`src/rtl/spi_master_driver_if.sv`:
```
// Host-side request/response bundle for spi_master_driver.
// The driver uses the slave modport; the requesting logic uses master.
interface spi_master_driver_if;
  logic       start;
  logic       rw;
  logic [6:0] addr;
  logic [7:0] wdata;
  logic       busy;
  logic       done;
  logic [7:0] rdata;

  modport master (output start, rw, addr, wdata, input busy, done, rdata);
  modport slave  (input start, rw, addr, wdata, output busy, done, rdata);
endinterface

```
`src/rtl/spi_master_driver.sv`:
```
// Single-byte SPI mode-0 master: 7-bit address, R/W bit, 8 data bits, MSB first.
// All pin outputs come straight from flops so the slave never sees glitches.
module spi_master_driver #(
  parameter int unsigned CLKDIV   = 8,
  parameter int unsigned CS_SETUP = 4,
  parameter int unsigned CS_HOLD  = 4,
  parameter int unsigned CS_IDLE  = 4
) (
  input  logic                clk,
  input  logic                rst_n,
  spi_master_driver_if.slave  host,
  output logic                sclk_pin,
  output logic                cs_pin,
  output logic                mosi_pin,
  input  logic                miso_pin
);

  typedef enum logic [2:0] {S_IDLE, S_SETUP, S_SHIFT, S_HOLD, S_GAP} state_t;

  localparam int CW = 16;
  localparam logic [CW-1:0] C_DIV_LAST   = CW'(CLKDIV - 1);
  localparam logic [CW-1:0] C_SETUP_LAST = CW'(CS_SETUP - 1);
  localparam logic [CW-1:0] C_HOLD_LAST  = CW'(CS_HOLD - 1);
  localparam logic [CW-1:0] C_IDLE_LAST  = CW'(CS_IDLE - 1);

  state_t        r_state, w_state_nxt;
  logic [CW-1:0] r_cnt,   w_cnt_nxt;
  logic [3:0]    r_bit,   w_bit_nxt;
  logic [15:0]   r_sh,    w_sh_nxt;
  logic [7:0]    r_cap,   w_cap_nxt;
  logic [7:0]    r_rdata, w_rdata_nxt;
  logic          r_rw,    w_rw_nxt;
  logic          r_sclk,  w_sclk_nxt;
  logic          r_cs,    w_cs_nxt;
  logic          r_mosi,  w_mosi_nxt;
  logic          r_busy,  w_busy_nxt;
  logic          r_done,  w_done_nxt;
  logic [1:0]    r_miso_sync;
  logic [15:0]   w_word;

  assign w_word = {host.addr, host.rw, host.rw ? 8'h00 : host.wdata};

  // NOTE: sequential state uses non-blocking assignments only, so every flop
  // samples the values from before the edge regardless of statement order.
  always_ff @(posedge clk) begin
    if (!rst_n) begin
      r_state     <= S_IDLE;
      r_cnt       <= '0;
      r_bit       <= '0;
      r_sh        <= '0;
      r_cap       <= '0;
      r_rdata     <= '0;
      r_rw        <= 1'b0;
      r_sclk      <= 1'b0;
      r_cs        <= 1'b1;
      r_mosi      <= 1'b0;
      r_busy      <= 1'b0;
      r_done      <= 1'b0;
      r_miso_sync <= '0;
    end else begin
      r_state     <= w_state_nxt;
      r_cnt       <= w_cnt_nxt;
      r_bit       <= w_bit_nxt;
      r_sh        <= w_sh_nxt;
      r_cap       <= w_cap_nxt;
      r_rdata     <= w_rdata_nxt;
      r_rw        <= w_rw_nxt;
      r_sclk      <= w_sclk_nxt;
      r_cs        <= w_cs_nxt;
      r_mosi      <= w_mosi_nxt;
      r_busy      <= w_busy_nxt;
      r_done      <= w_done_nxt;
      r_miso_sync <= {r_miso_sync[0], miso_pin};
    end
  end

  // NOTE: every next-state signal is given its hold value first, so no path
  // through the case statement can leave one unassigned and infer a latch.
  always_comb begin
    w_state_nxt = r_state;
    w_cnt_nxt   = r_cnt;
    w_bit_nxt   = r_bit;
    w_sh_nxt    = r_sh;
    w_cap_nxt   = r_cap;
    w_rdata_nxt = r_rdata;
    w_rw_nxt    = r_rw;
    w_sclk_nxt  = r_sclk;
    w_cs_nxt    = r_cs;
    w_mosi_nxt  = r_mosi;
    w_busy_nxt  = r_busy;
    w_done_nxt  = 1'b0;

    unique case (r_state)
      S_IDLE: begin
        w_cs_nxt   = 1'b1;
        w_sclk_nxt = 1'b0;
        w_busy_nxt = 1'b0;
        if (host.start) begin
          w_rw_nxt    = host.rw;
          w_sh_nxt    = w_word;
          w_mosi_nxt  = w_word[15];
          w_cs_nxt    = 1'b0;
          w_busy_nxt  = 1'b1;
          w_cnt_nxt   = '0;
          w_bit_nxt   = '0;
          w_state_nxt = S_SETUP;
        end
      end
      S_SETUP: begin
        if (r_cnt == C_SETUP_LAST) begin
          w_cnt_nxt   = '0;
          w_state_nxt = S_SHIFT;
        end else begin
          w_cnt_nxt = r_cnt + 16'd1;
        end
      end
      S_SHIFT: begin
        if (r_cnt != C_DIV_LAST) begin
          w_cnt_nxt = r_cnt + 16'd1;
        end else begin
          w_cnt_nxt = '0;
          if (!r_sclk) begin
            w_sclk_nxt = 1'b1;
          end else begin
            // Closing a high half: capture MISO in the data phase, then fall.
            w_sclk_nxt = 1'b0;
            if (r_bit[3]) w_cap_nxt = {r_cap[6:0], r_miso_sync[1]};
            if (r_bit == 4'd15) begin
              w_mosi_nxt  = 1'b0;
              w_state_nxt = S_HOLD;
            end else begin
              w_mosi_nxt = r_sh[14];
              w_sh_nxt   = {r_sh[14:0], 1'b0};
              w_bit_nxt  = r_bit + 4'd1;
            end
          end
        end
      end
      S_HOLD: begin
        if (r_cnt == C_HOLD_LAST) begin
          w_cnt_nxt   = '0;
          w_cs_nxt    = 1'b1;
          w_state_nxt = S_GAP;
        end else begin
          w_cnt_nxt = r_cnt + 16'd1;
        end
      end
      S_GAP: begin
        if (r_cnt == C_IDLE_LAST) begin
          w_cnt_nxt   = '0;
          w_done_nxt  = 1'b1;
          w_busy_nxt  = 1'b0;
          if (r_rw) w_rdata_nxt = r_cap;
          w_state_nxt = S_IDLE;
        end else begin
          w_cnt_nxt = r_cnt + 16'd1;
        end
      end
      default: w_state_nxt = S_IDLE;
    endcase
  end

  assign sclk_pin   = r_sclk;
  assign cs_pin     = r_cs;
  assign mosi_pin   = r_mosi;
  assign host.busy  = r_busy;
  assign host.done  = r_done;
  assign host.rdata = r_rdata;

endmodule

```
`src/flat_wrapper.sv`:
```
// flat-port wrapper written by rule: the top's interface ports become plain ports
module spi_master_driver_flat 
#(
  parameter int unsigned CLKDIV   = 8,
  parameter int unsigned CS_SETUP = 4,
  parameter int unsigned CS_HOLD  = 4,
  parameter int unsigned CS_IDLE  = 4
)
  (clk, rst_n, sclk_pin, cs_pin, mosi_pin, miso_pin, host_start, host_rw, host_addr, host_wdata, host_busy, host_done, host_rdata);
  spi_master_driver_if host_i ();
  input  logic clk;
  input  logic rst_n;
  output logic sclk_pin;
  output logic cs_pin;
  output logic mosi_pin;
  input  logic miso_pin;
  input wire logic [$bits(host_i.start)-1:0] host_start;
  input wire logic [$bits(host_i.rw)-1:0] host_rw;
  input wire logic [$bits(host_i.addr)-1:0] host_addr;
  input wire logic [$bits(host_i.wdata)-1:0] host_wdata;
  output wire logic [$bits(host_i.busy)-1:0] host_busy;
  output wire logic [$bits(host_i.done)-1:0] host_done;
  output wire logic [$bits(host_i.rdata)-1:0] host_rdata;
  assign host_i.start = host_start;
  assign host_i.rw = host_rw;
  assign host_i.addr = host_addr;
  assign host_i.wdata = host_wdata;
  assign host_busy = host_i.busy;
  assign host_done = host_i.done;
  assign host_rdata = host_i.rdata;
  spi_master_driver #(.CLKDIV(CLKDIV), .CS_SETUP(CS_SETUP), .CS_HOLD(CS_HOLD), .CS_IDLE(CS_IDLE)) u_core (.clk(clk), .rst_n(rst_n), .host(host_i), .sclk_pin(sclk_pin), .cs_pin(cs_pin), .mosi_pin(mosi_pin), .miso_pin(miso_pin));
endmodule
```
`config.mk`:
```
export PLATFORM = sky130hd
export DESIGN_NAME = spi_master_driver_flat
export DESIGN_NICKNAME = d
export VERILOG_FILES = /design/src/rtl/spi_master_driver_if.sv /design/src/rtl/spi_master_driver.sv /design/src/flat_wrapper.sv
export SDC_FILE = /design/constraint.sdc
export NUM_CORES = 1
export LEC_CHECK = 0
export CORE_ASPECT_RATIO = 1.2
export CORE_MARGIN = 4
export CORE_UTILIZATION = 30
export CTS_BUF_LIST = sky130_fd_sc_hd__clkbuf_8 sky130_fd_sc_hd__clkbuf_16
export CTS_CLUSTER_DIAMETER = 50
export DETAILED_ROUTE_END_ITERATION = 7
export GPL_TIMING_DRIVEN = 0
export PLACE_DENSITY = 0.56
export RECOVER_POWER = 25
export SKIP_LAST_GASP = 1
export SLEW_MARGIN = 20
export SYNTH_ARGS = -nofsm -noshare
export SYNTH_HDL_FRONTEND = slang
export SYNTH_SLANG_ARGS = --single-unit
```
`constraint.sdc`:
```
create_clock -name clk -period 4.3 [get_ports clk]
set_input_delay 0.86 -clock clk [delete_from_list [all_inputs] [get_ports clk]]
set_output_delay 0.86 -clock clk [all_outputs]
set_load 0.03 [all_outputs]
```
# Word level (Yosys, flattened, before mapping)
# Index checks and enable logic that the tools add are counted.
# word_totals
register_bits	62
inputBits	20
output_inout_bits	13
# classes
n_addsub	2
n_eq_ne	15
mux	38
bitwise	1
n_reduce_logical	17
# op_table
op	n
two-way mux 15 bit	4
two-way mux 16 bit	3
case mux 16 bit (3 select lines)	1
case mux 15 bit (2 select lines)	1
two-way mux 3 bit	7
adder 16 x 1 -> 16 bit (second input constant)	1
== test 16 x 2 -> 1 bit (second input constant)	1
two-way mux 4 bit	4
inequality test 16 x 3 -> 1 bit (second input constant)	1
case mux 3 bit (5 select lines)	1
AND reduction 2 bit	6
two-way mux 1 bit	11
inequality test 2 x 1 -> 1 bit (second input constant)	5
two-way mux 8 bit	1
case mux 1 bit (2 select lines)	4
case mux 4 bit (2 select lines)	1
AND reduction 4 bit	2
AND reduction 7 bit	1
== test 3 x 2 -> 1 bit (second input constant)	2
inequality test 2 bit (second input constant)	3
nonzero test 2 bit	3
AND reduction 5 bit	1
adder 4 x 1 -> 4 bit (second input constant)	1
== test 4 bit (second input constant)	1
other kinds (7)	7

# Longest topological paths before layout
# Gate-level depths: netlist of run 1.
# depth
ltp_word	5
ltp_mapped	8
mapped_depth_nobuf	6

# Worst setup path before layout of run 1
# Ideal clock, no wire load.
# synth_path
kind	input-to-reg
startpoint	in host_start
endpoint	reg u_core.r_bit[3]
setup_time_ns	0.070
arrival_ns	2.091
path_slack_ns	2.139
path_stages	6
n_path_buf	1
cell_sequence	nor4b_2 > a21o_1 > clkbuf_1 > nand4_1 > or3_1 > a21oi_1
# synth_between
elab_chain_cells	2
# synth_rtl
element	line_no	source
start, declared	flat_wrapper.sv:17	input wire logic [$bits(host_i.start)-1:0] host_start;
inequality test 2 bit (no line)	-	
AND reduction 5 bit (no line)	-	
end signal, assigned	spi_master_driver.sv:63	r_bit <= w_bit_nxt;
end, declared	spi_master_driver.sv:28	logic [3:0] r_bit, w_bit_nxt;
# No other way between the ends.
# A chain may end at the register's enable or synchronous reset.

# Worst setup path in the final report of run 1
# layout_path
startpoint	in host_start
endpoint	reg u_core.r_sh[13]
# layout_between
elab_chain_cells	2
# layout_rtl
element	line_no	source
inequality test 2 bit (no line)	-	
AND reduction 5 bit (no line)	-	
end signal, assigned	spi_master_driver.sv:64	r_sh <= w_sh_nxt;
end, declared	spi_master_driver.sv:29	logic [15:0] r_sh, w_sh_nxt;
# No other way between the ends.

==> results of run 1 <==
[sequential cells by signal, indices dropped and copies added (netlist names)]
name,count
u_core.r_cnt,16
u_core.r_sh,15
u_core.r_state,3
u_core.mosi_pin,1
u_core.r_miso_sync,2
u_core.sclk_pin,1
u_core.r_bit,4
u_core.cs_pin,1
u_core.host.done,1
u_core.r_cap,8
u_core.r_rw,1
u_core.host.busy,1
u_core.host.rdata,8
[logic make-up (layout without fill, tap and decap cells)]
family,Yosys count,after routing,share of synthesized area (%)
adders and majority gates,2,2,0.880
buffers and inverters,29,76,4.31
AOI/OAI and AO/OA,73,73,16.6
muxes,17,17,6.03
and+or+nand+nor,131,131,24.5
DFF,62,62,43.7
xor gates and xnor gates,13,13,4.01
[how the worst min path moves through the flow]
stage | slack (ns) | cells past startpoint | end
2_1_floorplan | 0.41 | 1 | u_core.r_miso_sync[1]
3_3_place_gp | 0.42 | 1 | u_core.r_miso_sync[1]
3_5_place_dp | 0.42 | 1 | u_core.r_miso_sync[1]
4_1_cts | 0.45 | 1 | u_core.r_miso_sync[1]
5_1_grt | 0.48 | 1 | u_core.r_miso_sync[1]
6_report | 0.45 | 1 | u_core.r_miso_sync[1]
[layout make-up]
class / count / area share [%]
clock buffer: 10 / 3.98
multi-input combinational: 236 / 42.3
sequential: 62 / 35.9
clock inverter: 6 / 1.08
timing repair buffer: 31 / 8.96
buffer: 20 / 2.53
inverter: 9 / 0.976
tap: 120 / 4.34
[cells in the mapped netlist, drive strengths merged, types with 2 or more instances]
cell	instances	area share, %
or3	6	1.3
o21ai	10	1.9
a211o	2	0.62
or4	2	0.66
nor3	3	0.53
nor2	39	5.2
a211oi	8	2.1
inv	9	1.2
a31oi	4	1.4
and4	2	0.62
nand4	11	2.9
nor4	8	1.8
dfxtp	62	44
clkbuf	9	1.2
xnor2	9	2.8
a21o	5	1.3
a311oi	7	2.2
and3	2	0.44
and2	3	0.66
xor2	4	1.2
nor3b	10	2.8
nand3	9	1.8
buf	11	1.9
mux2i	16	5.6
ha	2	0.88
a21oi	34	6.1
nand2	30	4.0
[power by group through the flow]
| stage | registers, mW | clock network, mW | logic [mW] |
|---|---|---|---|
| global route | 0.604 | 0.497 | 0.112 |
| detailed placement | 0.615 | 0 | 0.101 |
| global placement | 0.615 | 0 | 0.0997 |
| floorplan | 0.616 | 0 | 0.0589 |
| CTS | 0.602 | 0.467 | 0.101 |
| finish | 0.602 | 0.450 | 0.100 |
[routing by layer]
layer / share of wire (%) / wire length (um) / track usage (%) / vias to the layer above
met5: 0 / 0 / 0 / -
met4: 1.7 / 112 / 4.03 / 0
met3: 3.5 / 237 / 4.51 / 10
met2: 49 / 3290 / 21.8 / 34
met1: 46 / 3050 / 15.8 / 1169
li1: - / - / - / 1256
[cells in the final DEF, fill, tap and decap left out, types with 2 or more instances in the layout]
cell type,instances
sky130_fd_sc_hd__nand2_1,30
sky130_fd_sc_hd__dfxtp_1,62
sky130_fd_sc_hd__o21ai_0,8
sky130_fd_sc_hd__clkinvlp_4,3
sky130_fd_sc_hd__ha_1,2
sky130_fd_sc_hd__nor2_1,38
sky130_fd_sc_hd__or3_1,6
sky130_fd_sc_hd__a311oi_1,7
sky130_fd_sc_hd__a21oi_1,34
sky130_fd_sc_hd__and2_1,2
sky130_fd_sc_hd__nor4_1,8
sky130_fd_sc_hd__nand3_1,9
sky130_fd_sc_hd__clkdlybuf4s50_1,27
sky130_fd_sc_hd__and4_1,2
sky130_fd_sc_hd__and3_1,2
sky130_fd_sc_hd__nand4_2,2
sky130_fd_sc_hd__a31oi_1,3
sky130_fd_sc_hd__nor3b_1,9
sky130_fd_sc_hd__a211o_1,2
sky130_fd_sc_hd__clkinv_2,3
sky130_fd_sc_hd__dlygate4sd3_1,4
sky130_fd_sc_hd__buf_2,7
sky130_fd_sc_hd__a21o_1,5
sky130_fd_sc_hd__clkbuf_8,10
sky130_fd_sc_hd__clkbuf_1,11
sky130_fd_sc_hd__mux2i_1,16
sky130_fd_sc_hd__a211oi_1,8
sky130_fd_sc_hd__xor2_1,4
sky130_fd_sc_hd__inv_1,9
sky130_fd_sc_hd__xnor2_1,9
sky130_fd_sc_hd__nand4_1,9
sky130_fd_sc_hd__nor3_1,3
==> impl_summary.txt, run 1 <==
----------------------------------------------------
[Synthesis]
  Sequential share of the synthesized area ... 43.7%
  Number of flops mapped to enable cells by yosys ... 0
  Mapped Nets ... 349
  Post-synth ARST share ... 0%
  Main synth FF type ... sky130_fd_sc_hd__dfxtp_1
  Count of unique library cells instantiated by Yosys ... 48
  Mean Syn Cell Area ... 8.69 sq um
  Synthesized netlist cell count ... 327
  Syn. warnings ... 0
  Area of the mapped netlist ... 2840 sq um
  Synth Register Bits ... 62

[Drt]
  DRT antenna net count ... 0
  Drt drc ... 0
  Via/cell ratio ... 5.00
  Routed Wire Length ... 6690 um
  Detailed Route Iter0 Violations ... 184
  Drt first pass iters ... 4
  Number of vias in the routed layout ... 2,469
  Routed wirelength normalized by instance count ... 13.5 um

[Finish]
  Finished layout cell area ... 3460 sq um
  Count of non-filler cells in the finished layout ... 494
  Number of nets in the finished design ... 391
  Area occupied by registers ... 1240 sq um
  Ant. Diodes ... 0
  Fillers ... 958
  Share of final-layout standard cells stronger than drive strength 1 ... 8.56%
  Area growth, synth to finish ... 21.8%
  Area of the multi-input gates ... 1460 sq um
  Final core area utilization ... 37.9%

[Setup path]
  Data required time of the worst path ... 4.55 ns
  Launch point of the worst reg-to-reg path ... u_core.r_state[0]
  Reg-to-Reg End ... u_core.r_sh[13]
  Start point of the critical path ... host_start
  Cell-by-cell trace of the critical path ... clkdlybuf4s50_1 -> nor4b_1 -> a21o_1 -> clkbuf_1 -> buf_2 -> a21oi_1 -> a311oi_1
  Worst reg-to-reg setup slack ... 1.75 ns
  Critical Path End Type ... flop
  Bufs and invs on worst path ... 3
  Worst reg-to-reg path cell count ... 7
  CP max stage delay ... 0.86 ns
  Startpoint type of the worst setup path ... input pin
  Top cell family by delay on the critical path ... buffers and inverters
  Setup CP Type ... in2reg
  CP max stage cell ... sky130_fd_sc_hd__nor4b_1
  Worst path arrival time ... 3.36 ns
  Logic depth of the worst path, buffers included ... 7
  Setup crit end ... u_core.r_sh[13]
  Maximum fanout along the worst path ... 10

[Die]
  Die X-Extent ... 96.9 um
  Cell Rows ... 38
  Initial Util ... 31.1%
  DIE HEIGHT ... 115 um
  Standard cell core area ... 9130 sq um
  Number of top-level design ports ... 33
  Die area ... 11,100 sq um

[Power]
  Final Power ... 1.15 mW
  Maximum vdd drop ... 0.118 mV
  Internal power contribution ... 0.858 mW
  Portion of total power attributed to combinational logic ... 8.7%
  Switch share ... 25.5%
  Switching component of the power ... 0.293 mW
  Power per standard cell area ... 333 nW/um^2
  Flop pwr share ... 52.3%
  Clock power share ... 39.0%
  Leakage power ... 1.33 nW

[STA]
  Final count of hold timing violations ... 0
  Setup repair after global routing missed its margin ... false
  Relative slew slack ... 29.9%
  Setup WS post-layout ... 1.19 ns
  Fin Hold WS ... 0.447 ns
  Fin crit period ... 3.11 ns
  Post-route setup TNS ... 0 ns
  Slew of the pin with the lowest slew margin ... 1.04 ns
  Final setup viols ... 0
  Fin. max-slew vios ... 0
  Final worst-path cycle share ... 72.3%
  Achievable clock frequency ... 0.322 GHz
  Largest clock skew in the final design ... 0.0126 ns

[Clock network]
  Register clock-pin slew on the reported worst setup and hold paths ... 0.08 ns
  CTS root buffer ... sky130_fd_sc_hd__clkbuf_8
  Cells resized by post-CTS repair ... 0
  Clk buf depth ... 2
  Number of levels in the clock H-tree ... 3
  CTS buffer count ... 9
  Post-cts hold buffer count ... 0
  CTS tree ... yes
  Post-CTS setup buffer count ... 0
  Clock insertion delay at the later pin of the skew report ... 0.34 ns
  Total number of clock tree sinks ... 62

[Place]
  Setup Slack @ Placement ... 1.22 ns
  GPL Wtd Cong ... 0.808
  Placed cell area ... 3300 sq um
  Port Buffers ... 31
  HPWL after detailed placement ... 4900 um
  DP Cell Count ... 478

[GRT]
  Vias in the first global route ... 2,412
  Global-route wire length before repair ... 11,700 um
  Maximum number of pins on one net before global-route repair ... 12
  All-layer global routing usage ... 13.0%
  Congestion Overflow GR ... 0
  Antenna violations before repair ... 0

[Min path]
  Launch instance of the worst min-delay path ... u_core.r_miso_sync[0]
  Type of the tightest min-delay check ... reg2reg

[Outcome]
  Status ... finished clean

[Job]
  Reported max-cap violation count ... 0

----------------------------------------------------
(Power assumes the default switching activity.)
==> run 2, diff against run 1 <==
clock period = 2.89 ns   (was 4.3 ns; I/O delays follow)
==> run 2 against run 1 <==
Die area is the same. Combinational power is 49% higher. Clock power up 48%. Critical path type unchanged. Hold slack about the same. Via count decreased by 1.1%.
==> impl_summary.txt, run 2 (synthesized netlist as in run 1, its figures left out) <==
----------------------------------------------------
[Setup path]
  Maximum fanout along the worst path ... 10
  Startpoint type of the worst setup path ... input pin
  Worst path arrival time ... 2.73 ns
  Setup CP Type ... in2reg
  Data required time of the worst path ... 3.13 ns
  Worst reg-to-reg setup slack ... 0.45 ns
  Critical Path End Type ... flop

[Clock network]
  Clock insertion delay at the later pin of the skew report ... 0.33 ns
  Post-cts hold buffer count ... 0
  Number of levels in the clock H-tree ... 3
  CTS root buffer ... sky130_fd_sc_hd__clkbuf_8
  Post-CTS setup buffer count ... 0
  Clk buf depth ... 2
  Total number of clock tree sinks ... 62
  CTS tree ... yes
  Register clock-pin slew on the reported worst setup and hold paths ... 0.07 ns
  CTS buffer count ... 9
  Cells resized by post-CTS repair ... 0

[Outcome]
  Status ... finished clean

[Finish]
  Ant. Diodes ... 0
  Finished layout cell area ... 3480 sq um
  Most common library cell in the layout ignoring fill and taps ... sky130_fd_sc_hd__dfxtp_1
  Register with the highest flop count ... u_core.r_cnt
  Number of nets in the finished design ... 391
  Largest register FFs ... 16
  Top library cells by usage in the layout, fill and taps aside ... sky130_fd_sc_hd__dfxtp_1 (62), sky130_fd_sc_hd__nor2_1 (38), sky130_fd_sc_hd__a21oi_1 (33)
  Share of final-layout standard cells stronger than drive strength 1 ... 9.36%
  Largest registers ... u_core.r_cnt: 16 flops, u_core.r_sh: 15 flops
  Area growth, synth to finish ... 22.3%
  Final core area utilization ... 38.1%

[GRT]
  Vias in the first global route ... 2,412
  Global-route wire length before repair ... 11,700 um
  All-layer global routing usage ... 13.0%
  Congestion Overflow GR ... 0
  Maximum number of pins on one net before global-route repair ... 12
  Antenna violations before repair ... 0

[STA]
  Achievable clock frequency ... 0.403 GHz
  Final count of hold timing violations ... 0
  Fin crit period ... 2.48 ns
  Fin. max-slew vios ... 0
  Fin Hold WS ... 0.447 ns
  Final setup viols ... 0
  Setup WS post-layout ... 0.407 ns
  Final worst-path cycle share ... 85.9%
  Setup repair after global routing missed its margin ... false
  Post-route setup TNS ... 0 ns
  Largest clock skew in the final design ... 0.00907 ns
  Relative slew slack ... 58.3%
  Slew of the pin with the lowest slew margin ... 0.625 ns

[Power]
  Leakage power ... 1.35 nW
  Power per standard cell area ... 492 nW/um^2
  Switch share ... 25.4%
  Clock power share ... 39.0%
  Flop pwr share ... 52.3%
  Maximum vdd drop ... 0.175 mV
  Switching component of the power ... 0.435 mW
  Portion of total power attributed to combinational logic ... 8.7%
  Internal power contribution ... 1.28 mW

[Place]
  Placed cell area ... 3300 sq um
  HPWL after detailed placement ... 4900 um
  GPL Wtd Cong ... 0.808
  Setup Slack @ Placement ... 0.0873 ns
  Port Buffers ... 31

[Drt]
  Via/cell ratio ... 4.94
  DRT antenna net count ... 0
  Number of vias in the routed layout ... 2,442
  Routed wirelength normalized by instance count ... 13.5 um
  Drt drc ... 0
  Detailed Route Iter0 Violations ... 146
  Drt first pass iters ... 4
  Routed Wire Length ... 6690 um

[Die]
  Die X-Extent ... 96.9 um
  Cell Rows ... 38
  DIE HEIGHT ... 115 um
  Initial Util ... 31.1%
  Die area ... 11,100 sq um
  Standard cell core area ... 9130 sq um
  Number of top-level design ports ... 33

[Job]
  Reported max-cap violation count ... 0

[Min path]
  Type of the tightest min-delay check ... reg2reg

----------------------------------------------------
==> run 2: layout make-up <==
cell class                      instances  area, sq um
Timing Repair Buffer                   31          310
Tap cell                              120          150
Multi-Input combinational cell        236         1480
Buffer                                 20         87.6
Clock inverter                          6         37.5
Sequential cell                        62         1240
Inverter                                9         33.8
Clock buffer                           10          138
Fill cell                             954         5650
==> run 2: critical path: stages <==
cell and delay [ns]:
sky130_fd_sc_hd__clkdlybuf4s50_1 0.53, sky130_fd_sc_hd__nor4b_2 0.51, sky130_fd_sc_hd__a21o_1 0.14, sky130_fd_sc_hd__clkbuf_1 0.30
sky130_fd_sc_hd__buf_2 0.31, sky130_fd_sc_hd__a21oi_1 0.11, sky130_fd_sc_hd__a311oi_1 0.26
==> run 2: final timing paths <==
path / end / cells past startpoint / startpoint
worst max-delay path: u_core.r_sh[13] / 7 / host_start
worst min-delay path: u_core.r_miso_sync[1] / 1 / u_core.r_miso_sync[0]
worst max register to register: u_core.r_sh[13] / 7 / u_core.r_cnt[9]
worst min register to register: u_core.r_miso_sync[1] / 1 / u_core.r_miso_sync[0]
==> run 2: power by group through the flow <==
stage,Combinational (mW),Clock (mW),Sequential (mW)
after CTS,0.151,0.695,0.896
after detailed placement,0.150,0,0.915
after global routing,0.166,0.739,0.899
after floorplan,0.0876,0,0.917
final,0.149,0.667,0.896
after global placement,0.148,0,0.914
==> run 2: metal layers <==
layer	wire [um]	track usage (%)
met5	0	0
met4	72	4.03
met3	192	4.51
met2	3300	21.8
met1	3120	15.8
==> run 2: through the flow <==
| step | cells | total power, mW |
|---|---|---|
| after floorplan | 327 | 1.00 |
| after global placement | 478 | 1.06 |
| after detailed placement | 478 | 1.07 |
| after CTS | 494 | 1.74 |
| after global routing | 494 | 1.80 |
| final | 494 | 1.71 |
==> run 3, diff against run 2 <==
CORE_MARGIN = default   (was 4)
SKIP_LAST_GASP = default   (was 1)
clock period = 2.42 ns   (was 2.89 ns; I/O delays follow)
==> run 3 against run 2 <==
Critical path type is now reg2reg. Non-clock buffer count unchanged. Count of clock-buffer cells in the layout unchanged. Clock power increased by 50%. Register-to-register slack got worse by 0.24 ns. Hold slack got worse by 0.011 ns. Power increased by 31%. Critical endpoint is now u_core.mosi_pin. Worst setup slack got worse by 0.20 ns. Sequential cell count unchanged.
==> impl_summary.txt, run 3 (synthesized netlist as in run 1, its figures left out) <==
----------------------------------------------------
[Outcome]
  Status ... finished clean

[Setup path]
  Startpoint type of the worst setup path ... flop
  Bufs and invs on worst path ... 3
  Critical Path End Type ... flop
  Worst path arrival time ... 2.50 ns
  Maximum fanout along the worst path ... 10
  CP max stage cell ... sky130_fd_sc_hd__buf_1
  CP max stage delay ... 0.41 ns
  Cell-by-cell trace of the critical path ... clkbuf_1 -> nor3b_1 -> buf_2 -> buf_1 -> nand3_1 -> mux2_2 -> nor2_1
  Data required time of the worst path ... 2.71 ns
  Top cell family by delay on the critical path ... buffers and inverters
  Worst reg-to-reg setup slack ... 0.21 ns
  Setup CP Type ... reg2reg

[Clock network]
  Number of levels in the clock H-tree ... 3
  Clock insertion delay at the later pin of the skew report ... 0.34 ns
  Clk buf depth ... 2
  CTS root buffer ... sky130_fd_sc_hd__clkbuf_8
  Post-CTS setup buffer count ... 0
  Post-cts hold buffer count ... 0
  Cells resized by post-CTS repair ... 0
  Register clock-pin slew on the reported worst setup and hold paths ... 0.07 ns
  CTS buffer count ... 9
  Total number of clock tree sinks ... 62
  CTS tree ... yes

[STA]
  Final count of hold timing violations ... 0
  Final setup viols ... 0
  Setup WS post-layout ... 0.208 ns
  Achievable clock frequency ... 0.452 GHz
  Slew of the pin with the lowest slew margin ... 0.600 ns
  Fin crit period ... 2.21 ns
  Relative slew slack ... 60.0%
  Post-route setup TNS ... 0 ns
  Setup repair after global routing missed its margin ... false
  Largest clock skew in the final design ... 0.00607 ns
  Fin. max-slew vios ... 0
  Fin Hold WS ... 0.436 ns
  Final worst-path cycle share ... 91.4%

[GRT]
  All-layer global routing usage ... 14.4%
  Global-route wire length before repair ... 11,200 um
  Congestion Overflow GR ... 0
  Vias in the first global route ... 2,360
  Maximum number of pins on one net before global-route repair ... 11
  Antenna violations before repair ... 0

[Finish]
  Area growth, synth to finish ... 24.9%
  Most common library cell in the layout ignoring fill and taps ... sky130_fd_sc_hd__dfxtp_1
  Ant. Diodes ... 0
  Final core area utilization ... 38.9%
  Largest register FFs ... 16
  Number of nets in the finished design ... 391
  Finished layout cell area ... 3550 sq um
  Top library cells by usage in the layout, fill and taps aside ... sky130_fd_sc_hd__dfxtp_1 (62), sky130_fd_sc_hd__nor2_1 (38), sky130_fd_sc_hd__a21oi_1 (33)
  Largest registers ... u_core.r_cnt: 16 flops, u_core.r_sh: 15 flops
  Count of non-filler cells in the finished layout ... 494
  Share of final-layout standard cells stronger than drive strength 1 ... 10.2%
  Register with the highest flop count ... u_core.r_cnt

[Place]
  GPL Wtd Cong ... 0.796
  Setup Slack @ Placement ... -0.259 ns
  Port Buffers ... 31
  HPWL after detailed placement ... 4740 um
  DP Cell Count ... 478
  Placed cell area ... 3300 sq um

[Power]
  Leakage power ... 1.40 nW
  Power per standard cell area ... 634 nW/um^2
  Final Power ... 2.25 mW
  Maximum vdd drop ... 0.302 mV

[Drt]
  Routed Wire Length ... 6780 um
  Routed wirelength normalized by instance count ... 13.7 um
  DRT antenna net count ... 0
  Number of vias in the routed layout ... 2,480
  Via/cell ratio ... 5.02
  Drt drc ... 0
  Detailed Route Iter0 Violations ... 82
  Drt first pass iters ... 4

[Die]
  Standard cell core area ... 9130 sq um
  Cell Rows ... 38
  Die area ... 9870 sq um
  Number of top-level design ports ... 33
  DIE HEIGHT ... 109 um
  Die X-Extent ... 90.9 um
  Initial Util ... 31.1%

[Job]
  Reported max-cap violation count ... 0

[Min path]
  Type of the tightest min-delay check ... reg2reg

----------------------------------------------------
## run 3: cell types whose count changed in the layout (fill, tap and decap cells not counted), moves of 2 or more
cell / previous run / this run
sky130_fd_sc_hd__bufinv_16: 0 / 2
sky130_fd_sc_hd__nor4_1: 8 / 5
sky130_fd_sc_hd__nor4_2: 0 / 3
sky130_fd_sc_hd__inv_1: 9 / 11
sky130_fd_sc_hd__clkinvlp_4: 3 / 0
## run 3: area by class of cell
class / instances / area (sq um)
clock buffer: 10 / 138
fill: 964 / 5580
clock inverter: 6 / 77.6
tap: 120 / 150
timing repair buffer: 31 / 310
inverter: 9 / 33.8
multi-input combinational: 236 / 1510
sequential: 62 / 1240
buffer: 20 / 88.8
## run 3: routing by layer
metal  GRT usage, %  wire length, um  vias to the layer above
li1               -                -                     1261
met1           17.2             3130                     1167
met2           24.1             3280                       40
met3           2.93              201                       12
met4           8.62              171                        0
met5              0                0                        -
## run 3: worst paths after layout
check | cells past startpoint | end | startpoint
setup / recovery | 7 | u_core.mosi_pin | u_core.r_state[2]
hold reg to reg | 1 | u_core.r_miso_sync[1] | u_core.r_miso_sync[0]
hold / removal | 1 | u_core.r_miso_sync[1] | u_core.r_miso_sync[0]
setup reg to reg | 7 | u_core.mosi_pin | u_core.r_state[2]
## run 3: worst register-to-register path, stage by stage (launching register included)
cell                       delay (ns)
sky130_fd_sc_hd__dfxtp_1         0.34
sky130_fd_sc_hd__clkbuf_1        0.22
sky130_fd_sc_hd__nor3b_1         0.37
sky130_fd_sc_hd__buf_2           0.32
sky130_fd_sc_hd__buf_1           0.41
sky130_fd_sc_hd__nand3_1         0.14
sky130_fd_sc_hd__mux2_2          0.28
sky130_fd_sc_hd__nor2_1          0.09
## run 3: report_power, final
part	leakage (nW)	switching [mW]	internal (mW)
combinational	0.782	0.0988	0.0814
sequential	0.505	0.0177	1.05
clock	0.119	0.403	0.597
